## src/rtl/serial_subtractor_pkg.sv

```systemverilog
// Shared definitions for the digit-serial subtractor: state encodings,
// default geometry and the derived per-operation cycle count.
`ifndef SERIAL_SUBTRACTOR_PKG_SV
`define SERIAL_SUBTRACTOR_PKG_SV

`define SERIAL_SUB_N(w, d) ((w) / (d))

package serial_subtractor_pkg;

    typedef enum logic [1:0] {
        IDLE = 2'd0,
        RUN  = 2'd1,
        DONE = 2'd2
    } state_t;

    localparam int DEF_WIDTH = 32;
    localparam int DEF_DIGIT = 1;

    // Cycles per operation; DIGIT must divide WIDTH evenly.
    function automatic int num_digits(input int width, input int digit);
        return `SERIAL_SUB_N(width, digit);
    endfunction

endpackage

`endif

```

## src/rtl/serial_subtractor_digit_subtractor.sv

```systemverilog
// Combinational DIGIT-wide subtract with borrow: {bo, d} = x - y - bi.
module digit_subtractor #(
    parameter int DIGIT = 1
) (
    input  logic [DIGIT-1:0] x,
    input  logic [DIGIT-1:0] y,
    input  logic             bi,
    output logic [DIGIT-1:0] d,
    output logic             bo
);

    logic [DIGIT:0] full;

    // One extra bit catches the borrow as the sign of the widened difference.
    assign full = {1'b0, x} - {1'b0, y} - {{DIGIT{1'b0}}, bi};
    assign d    = full[DIGIT-1:0];
    assign bo   = full[DIGIT];

endmodule

```

## src/rtl/serial_subtractor.sv

```systemverilog
// Digit-serial unsigned subtractor: diff = a - b - bin, DIGIT bits per clock,
// LSB first, with a start/busy/done handshake.
module serial_subtractor
    import serial_subtractor_pkg::*;
#(
    parameter int WIDTH = DEF_WIDTH,
    parameter int DIGIT = DEF_DIGIT
) (
    input  logic             clk,
    input  logic             rst,
    input  logic             start,
    input  logic [WIDTH-1:0] a,
    input  logic [WIDTH-1:0] b,
    input  logic             bin,
    output logic             busy,
    output logic             done,
    output logic [WIDTH-1:0] diff,
    output logic             bout,
    output state_t           state
);

    // Handshake: start is accepted on any edge where the block is in IDLE or
    // DONE; busy is high from that edge until the completing edge, and done
    // is high for exactly the one cycle after completion.

    localparam int N  = num_digits(WIDTH, DIGIT);
    localparam int CW = $clog2(N) + 1;

    state_t state_q, state_d;

    logic [WIDTH-1:0] a_sh, b_sh, res;
    logic             borrow;
    logic [CW-1:0]    cnt;

    logic [DIGIT-1:0]       d;
    logic                   bo;
    logic [WIDTH+DIGIT-1:0] res_cat;
    logic [WIDTH-1:0]       res_next;
    logic                   accept;
    logic                   last;

    digit_subtractor #(.DIGIT(DIGIT)) u_digit (
        .x  (a_sh[DIGIT-1:0]),
        .y  (b_sh[DIGIT-1:0]),
        .bi (borrow),
        .d  (d),
        .bo (bo)
    );

    // New digit enters at the MSB end so the result lands aligned after N steps.
    assign res_cat  = {d, res};
    assign res_next = res_cat[WIDTH+DIGIT-1:DIGIT];

    always_comb begin
        state_d = state_q;
        accept  = 1'b0;
        last    = 1'b0;
        case (state_q)
            IDLE: begin
                if (start) begin
                    accept  = 1'b1;
                    state_d = RUN;
                end
            end
            RUN: begin
                if (cnt == CW'(N - 1)) begin
                    last    = 1'b1;
                    state_d = DONE;
                end
            end
            DONE: begin
                if (start) begin
                    accept  = 1'b1;
                    state_d = RUN;
                end else begin
                    state_d = IDLE;
                end
            end
            default: state_d = IDLE;
        endcase
    end

    always_ff @(posedge clk) begin
        if (rst) begin
            state_q <= IDLE;
            a_sh    <= '0;
            b_sh    <= '0;
            res     <= '0;
            borrow  <= 1'b0;
            cnt     <= '0;
            diff    <= '0;
            bout    <= 1'b0;
        end else begin
            state_q <= state_d;
            if (accept) begin
                a_sh   <= a;
                b_sh   <= b;
                borrow <= bin;
                cnt    <= '0;
            end else if (state_q == RUN) begin
                a_sh   <= a_sh >> DIGIT;
                b_sh   <= b_sh >> DIGIT;
                borrow <= bo;
                res    <= res_next;
                cnt    <= cnt + CW'(1);
                if (last) begin
                    diff <= res_next;
                    bout <= bo;
                end
            end
        end
    end

    assign busy  = (state_q == RUN);
    assign done  = (state_q == DONE);
    assign state = state_q;

endmodule
```

## config.mk

```make
export PLATFORM = sky130hd
export DESIGN_NAME = serial_subtractor
export DESIGN_NICKNAME = d
export VERILOG_FILES = /design/src/rtl/serial_subtractor_pkg.sv /design/src/rtl/serial_subtractor_digit_subtractor.sv /design/src/rtl/serial_subtractor.sv
export SDC_FILE = /design/constraint.sdc
export NUM_CORES = 1
export LEC_CHECK = 0
export ABC_AREA = 0
export CORE_MARGIN = 8
export CORE_UTILIZATION = 45
export CTS_BUF_LIST = sky130_fd_sc_hd__clkbuf_4 sky130_fd_sc_hd__clkbuf_8 sky130_fd_sc_hd__clkbuf_16
export DETAILED_ROUTE_END_ITERATION = 7
export MAX_ROUTING_LAYER = met4
export PLACE_DENSITY = 0.76
export SLEW_MARGIN = 10
export SYNTH_ARGS = -nofsm -noshare
export SYNTH_HDL_FRONTEND = slang
export SYNTH_SLANG_ARGS = --single-unit
```

## constraint.sdc

```tcl
create_clock -name clk -period 2 [get_ports clk]
set_clock_uncertainty 0.1 [all_clocks]
set_input_delay 0.4 -clock clk [delete_from_list [all_inputs] [get_ports clk]]
set_output_delay 0.4 -clock clk [all_outputs]
set_load 0.005 [all_outputs]
```

==> flow_summary.yaml, run 1 <==
power:
  power.density_mw_per_mm2: 955
  p_leak_nw: 2.43
  peakVddDrop_v: 0.000428
  power_mw: 6.85
placement:
  dpl-instance-area_mm2: 0.00654
  dp.cells: 862
  io_buffers: 104
  post-dp-hpwl_mm: 8.20
  gp_congestion: 0.806
synth:
  synthSimpleGateAreaFrac_pct: 21.2
  synth_fa_ha_area_share_pct: 0.607
  synth_nets: 721
  ys_seq_area_share_pct: 51.2
  synth_top_family_by_area: "simple AND/OR/NAND/NOR gates"
  synth_cell_types: 31
  syn_inst: 651
  ys_ff_latch: 137
  ys_warn_count: 0
  syn_avg_cell_area_um2: 8.23
  synthMuxAreaShare_pct: 6.75
  yosys-top-cells-area: "dfxtp_1 51%, nand2_1 14%, mux2i_1 6.5%, nor3_1 4.9%, a31oi_1 4.4%"
  synth_area_mm2: 0.00536
  synth-xor-area-share_pct: 0.327
  synth_compound_area_share_pct: 14.9
  yosysTopAreaCell: "dfxtp_1"
  synth_top_area_share_pct: 51.2
cells_and_area:
  diodes: 0
  final_nets: 804
  final_common_cell: "nand2_1"
  final_cell_mix: "201 x nand2_1, 135 x dfxtp_1, 102 x clkdlybuf4s50_1, 53 x nor3_1"
  postLayoutCellArea_mm2: 0.00717
  synthToLayoutAreaGrowth_pct: 33.7
  finalNonFillerCells: 894
  drive_above_1_share_pct: 7.76
drt:
  wl_per_cell_um: 13.9
  num_vias: 4812
  drtPass1Iterations: 5
  drtIter0Drc: 387
  drc_errors: 0
  viasPerCell: 5.38
  wl_mm: 12.4
  ant_nets: 0
floorplanning:
  die_area_mm2: 0.0157
  initial_core_util_pct: 45.4
  fp.dieW_um: 125
  core_area_mm2: 0.0118
  ios: 105
  die_h_um: 125
  row_count: 40
setup_path:
  rr_startpoint: "cnt[0]$_SDFFE_PP0P_"
  ff2ff_path_depth: 5
  critPathKind: "reg -> out"
  required_ns: 1.50
  r2r_slack_ns: 0.19
  crit_path_max_fanout: 4
  startpoint_type: "flop"
  arrival_ns: 1.42
  r2r_end: "diff[30]$_SDFFE_PP0P_"
  worstSetupEndpointType: "output pin"
clock_tree:
  post_cts_buffers: 0
  ctsHtreeMaxLevel: 4
  hold_buffers: 0
  cts_tree: "built"
  cts_num_sinks: 137
  numCtsBuffers: 17
  clock_latency_ns: 0.41
  path_clk_slew_ns: 0.06
  clock-root-buffer: "clkbuf_16"
  clock_path_buffers: 2
sta:
  setup_violations: 0
  hold_viol_final: 0
  finalCriticalPeriod_ns: 1.92
  fin_setup_tns_ns: 0
  tightest_slew_ns: 0.577
  drv_slew: 0
  rsz0062_at_grt: "no"
  relSlewSlack_pct: 61.5
  period_share_pct: 96.1
  fmax_mhz: 520
worst_hold_path:
  min_path_cells: 2
  min_from: "diff[18]$_SDFFE_PP0P_"
  hp-class: "reg -> reg"
  min_to: "diff[18]$_SDFFE_PP0P_"
grt:
  track_usage_pct: 16.1
  antenna_found_initial: 0
  grt_pass1_wl_mm: 20.6
  grt_pass1_vias: 4671
  grt_max_degree: 100
  grt-ovfl-total: 0
status:
  status: "finished, final reports clean"
flow_run:
  cap_violations: 0
## Yosys cell counts
cell         n
nand2_1    201
dfxtp_1    137
nor3_1      53
a31oi_1     38
o21ai_0     38
clkbuf_1    36
mux2i_1     35
a21oi_1     33
o22ai_1     24
buf_2       15
nand3_1      5
buf_1        3
buf_6        3
inv_1        3
nor2_1       3
nor2b_1      3
a211oi_1     2
a22oi_1      2
nand2b_1     2
o31ai_1      2
or3_1        2
xnor2_1      2
fa_1         1
ha_1         1
inv_2        1
mux2_1       1
nand3b_1     1
nor3_4       1
nor4_1       1
o2111ai_1    1
or4_1        1
## worst max path at each step
stage                               start               endpoint
floorplan             cnt[0]$_SDFFE_PP0P_  diff[31]$_SDFFE_PP0P_
global placement                    start  b_sh[31]$_SDFFE_PP0P_
detailed placement                  start  b_sh[31]$_SDFFE_PP0P_
CTS                 state[1]$_SDFFE_PP0P_                   done
global route        state[1]$_SDFFE_PP0P_                   done
finish              state[1]$_SDFFE_PP0P_                   done
## registers in the layout, summed over array words and instances, names as in the netlist
name	count
a_sh	32
b_sh	32
borrow	1
bout	1
cnt	6
diff	32
res	31
state	2
## through the flow
stage               hold WS (ns)  utilization [%]  setup slack (ns)
finish                     0.353             60.7            0.0776
global route               0.372             60.7            0.0257
CTS                        0.357             60.7            0.0643
detailed placement         0.349             55.4             0.132
global placement           0.342             55.4             0.148
floorplan                  0.337                -             0.374
## routing by layer
metal	part of all wire (%)	GRT usage [%]
met5	0	-
met4	1.6	6.88
met3	5.7	4.89
met2	45	26.0
met1	47	18.2
## critical path: stages (launching register included)
cell and delay, ns:
dfxtp_2 0.37, nor2b_1 0.13, clkdlybuf4s50_1 0.51
## area by class of cell
cell class / count / area [µm²]
clock inverters: 12 / 175
multi-input cells: 453 / 2360
repair buffers: 121 / 1240
clock buffers: 20 / 448
fillers: 991 / 4640
inverters: 4 / 16.3
flip-flops and latches: 137 / 2750
well taps: 147 / 184
## logic make-up (layout without fill, tap and decap cells)
| kind of cell | Yosys count | in the layout |
|---|---|---|
| and+or+nand+nor | 273 | 273 |
| AOI/OAI and AO/OA | 140 | 140 |
| DFF | 137 | 137 |
| buffers and inverters | 61 | 157 |
| muxes | 36 | 36 |
| adders and majority gates | 2 | 2 |
| xor gates and xnor gates | 2 | 2 |
## power by group
part | switching [mW] | internal [mW] | total [mW]
clock network | 1.14 | 2.12 | 3.27
registers | 0.0733 | 2.86 | 2.94
logic | 0.343 | 0.300 | 0.643
## repair_timing
action	4_1_cts	5_1_grt
setup endpoints to repair	2	0
gates resized for setup	4	0
hold endpoints to repair	0	0
No activity file was read; power rests on OpenSTA's default activity.
==> run 2: changes to the inputs <==
ABC_AREA = 1   (was 0)
CAP_MARGIN = 25   (was not set)
==> run 2 against run 1 <==
Non-clock buffer count shrank 1. Final cell count increased by 18%. Clock-buffer cell count rose by 6. Register-to-register slack improved by 0.24 ns. Sequential power increased by 1%. Largest power group is now sequential cells.
==> flow_summary.yaml, run 2 <==
status:
  status: "finished, final reports clean"
grt:
  grt_pass1_vias: 4850
  grt_pass1_wl_mm: 21.5
  grt-ovfl-total: 0
  track_usage_pct: 16.6
  antenna_found_initial: 0
  grt_max_degree: 95
sta:
  drv_slew: 0
  rsz0062_at_grt: "no"
  setup_violations: 0
  relSlewSlack_pct: 70.9
  fmax_mhz: 519
  fin_setup_tns_ns: 0
  tightest_slew_ns: 0.436
  hold_viol_final: 0
  setup_ws_ns: 0.0739
  period_share_pct: 96.3
  finalCriticalPeriod_ns: 1.93
drt:
  drtPass1Iterations: 4
  drc_errors: 0
  route.met2.wl_mm: 6.04
  wl_mm: 12.8
  wl_per_cell_um: 12.2
  routed-wl-met3_um: 755
  ant_nets: 0
  wl_met1_mm: 5.87
  top_layer: "met4"
  viasPerCell: 4.89
  num_vias: 5144
  drtIter0Drc: 313
setup_path:
  r2r_end: "diff[13]$_SDFFE_PP0P_"
  ff2ff_path_depth: 6
  startpoint_type: "flop"
  worstSetupEndpointType: "output pin"
  r2r_slack_ns: 0.43
  rr_startpoint: "cnt[1]$_SDFFE_PP0P_"
  crit_path_max_fanout: 4
  critPathKind: "reg -> out"
  arrival_ns: 1.43
  required_ns: 1.50
synth:
  synth_cell_types: 21
  synth_nets: 857
  ys_warn_count: 0
  synth_top_area_share_pct: 49.2
  yosysTopAreaCell: "dfxtp_1"
  synth_most_common_cell: "nand2_1"
  synth_area_mm2: 0.00557
  ys_ff_latch: 137
  ys_async_sr_fraction_pct: 0
  synth-edff-count: 0
  ys_top_cells_by_count: "201 x nand2_1, 137 x dfxtp_1, 128 x nor2_1"
  ys.flop_type: "dfxtp_1"
  ys_seq_area_share_pct: 49.2
  syn_inst: 787
  yosys-top-cells-area: "dfxtp_1 49%, nand2_1 14%, nor2_1 8.6%, a21oi_1 6.9%, o21ai_0 6.9%"
  syn_avg_cell_area_um2: 7.08
power:
  p_comb_share_pct: 11.3
  p_seq_share_pct: 44.6
  intPower_mw: 5.08
  switching_power_mw: 1.60
  p_leak_nw: 2.95
  switching_share_pct: 23.9
  power.density_mw_per_mm2: 908
  peakVddDrop_v: 0.000522
  clock_power_share_pct: 44.1
cells_and_area:
  final_nets: 942
  final_common_cell: "nand2_1"
  drive_above_1_share_pct: 6.67
  fin_util_pct: 61.0
  diodes: 0
  final_cell_mix: "200 x nand2_1, 135 x dfxtp_1, 126 x nor2_1, 103 x clkdlybuf4s50_1"
  synthToLayoutAreaGrowth_pct: 32.0
  reg_top3: "a_sh: 32 flops, b_sh: 32 flops, diff: 32 flops"
clock_tree:
  hold_buffers: 0
  clock_latency_ns: 0.41
  clock_path_buffers: 2
  path_clk_slew_ns: 0.05
  cts_tree: "built"
  clock-root-buffer: "clkbuf_16"
  ctsHtreeMaxLevel: 4
  post_cts_buffers: 0
  numCtsBuffers: 17
  cts_num_sinks: 137
floorplanning:
  initial_core_util_pct: 46.2
  core_area_mm2: 0.0121
  die_area_mm2: 0.0162
  ios: 105
  fp.dieW_um: 127
  die_h_um: 127
  row_count: 40
worst_hold_path:
  min_from: "a_sh[31]$_SDFFE_PP0P_"
  min_to: "a_sh[31]$_SDFFE_PP0P_"
  min_path_cells: 2
  hp-class: "reg -> reg"
placement:
  dp_slack_ns: 0.120
  gp_congestion: 0.797
  io_buffers: 104
  post-dp-hpwl_mm: 8.40
flow_run:
  cap_violations: 0
==> run 2: how the worst max path moves through the flow <==
stage                           from               endpoint  slack (ns)
2_1_floorplan    cnt[0]$_SDFFE_PP0P_  diff[17]$_SDFFE_PP0P_        0.59
3_3_place_gp                     rst  b_sh[10]$_SDFFE_PP0P_        0.16
3_5_place_dp                     rst   b_sh[1]$_SDFFE_PP0P_        0.12
4_1_cts        state[1]$_SDFFE_PP0P_                   done        0.02
5_1_grt        state[1]$_SDFFE_PP0P_                   done       0.003
6_report       state[1]$_SDFFE_PP0P_                   done        0.07
==> run 2: through the flow <==
stage / instance area, µm² / power (mW) / cells / hold slack (ns)
floorplan: 5570 / 3.51 / 787 / 0.330
global route: 7350 / 6.98 / 1053 / 0.375
CTS: 7350 / 6.76 / 1053 / 0.361
global placement: 6770 / 3.78 / 1021 / 0.338
finish: 7350 / 6.68 / 1053 / 0.360
detailed placement: 6770 / 3.80 / 1021 / 0.354
==> run 2: cell families (layout without fill, tap and decap cells) <==
kind of cell	after synthesis	in the layout	synth area share, %
flip-flops	137	137	49.2
buffers and inverters	98	196	7.97
AND/OR/NAND/NOR	396	396	28.4
AO/OA/AOI/OAI	154	154	13.8
adder cells (fa/ha/maj)	2	2	0.584
==> run 2: area by class of cell <==
class	instances	area (µm²)
clock buffer	26	543
clock inverter	6	35.0
fill	1097	4710
inverter	44	165
multi-input combinational	552	2400
sequential	137	2750
tap	168	210
timing repair buffer	120	1250
==> run 2: power groups by stage <==
stage               Sequential (mW)  Clock [mW]  Combinational (mW)
floorplan                      3.02           0               0.499
global route                   3.00        3.12               0.857
CTS                            2.98        3.01               0.767
detailed placement             3.04           0               0.763
global placement               3.03           0               0.750
finish                         2.98        2.95               0.757
==> run 2: critical path, cell delays in order (launching register included) <==
cell and delay, ns:
dfxtp_4 0.36, inv_2 0.06, nor2_1 0.09, clkdlybuf4s50_1 0.51
==> run 2: what timing repair did <==
action	4_1_cts	5_1_grt
gates cloned	0	0
gates resized for setup	4	1
endpoints found under the setup margin	3	1
==> run 2: routing by layer <==
metal	vias to the layer above	GRT usage [%]
met5	-	-
met4	0	6.37
met3	14	5.53
met2	114	27.8
met1	2338	17.8
li1	2678	-
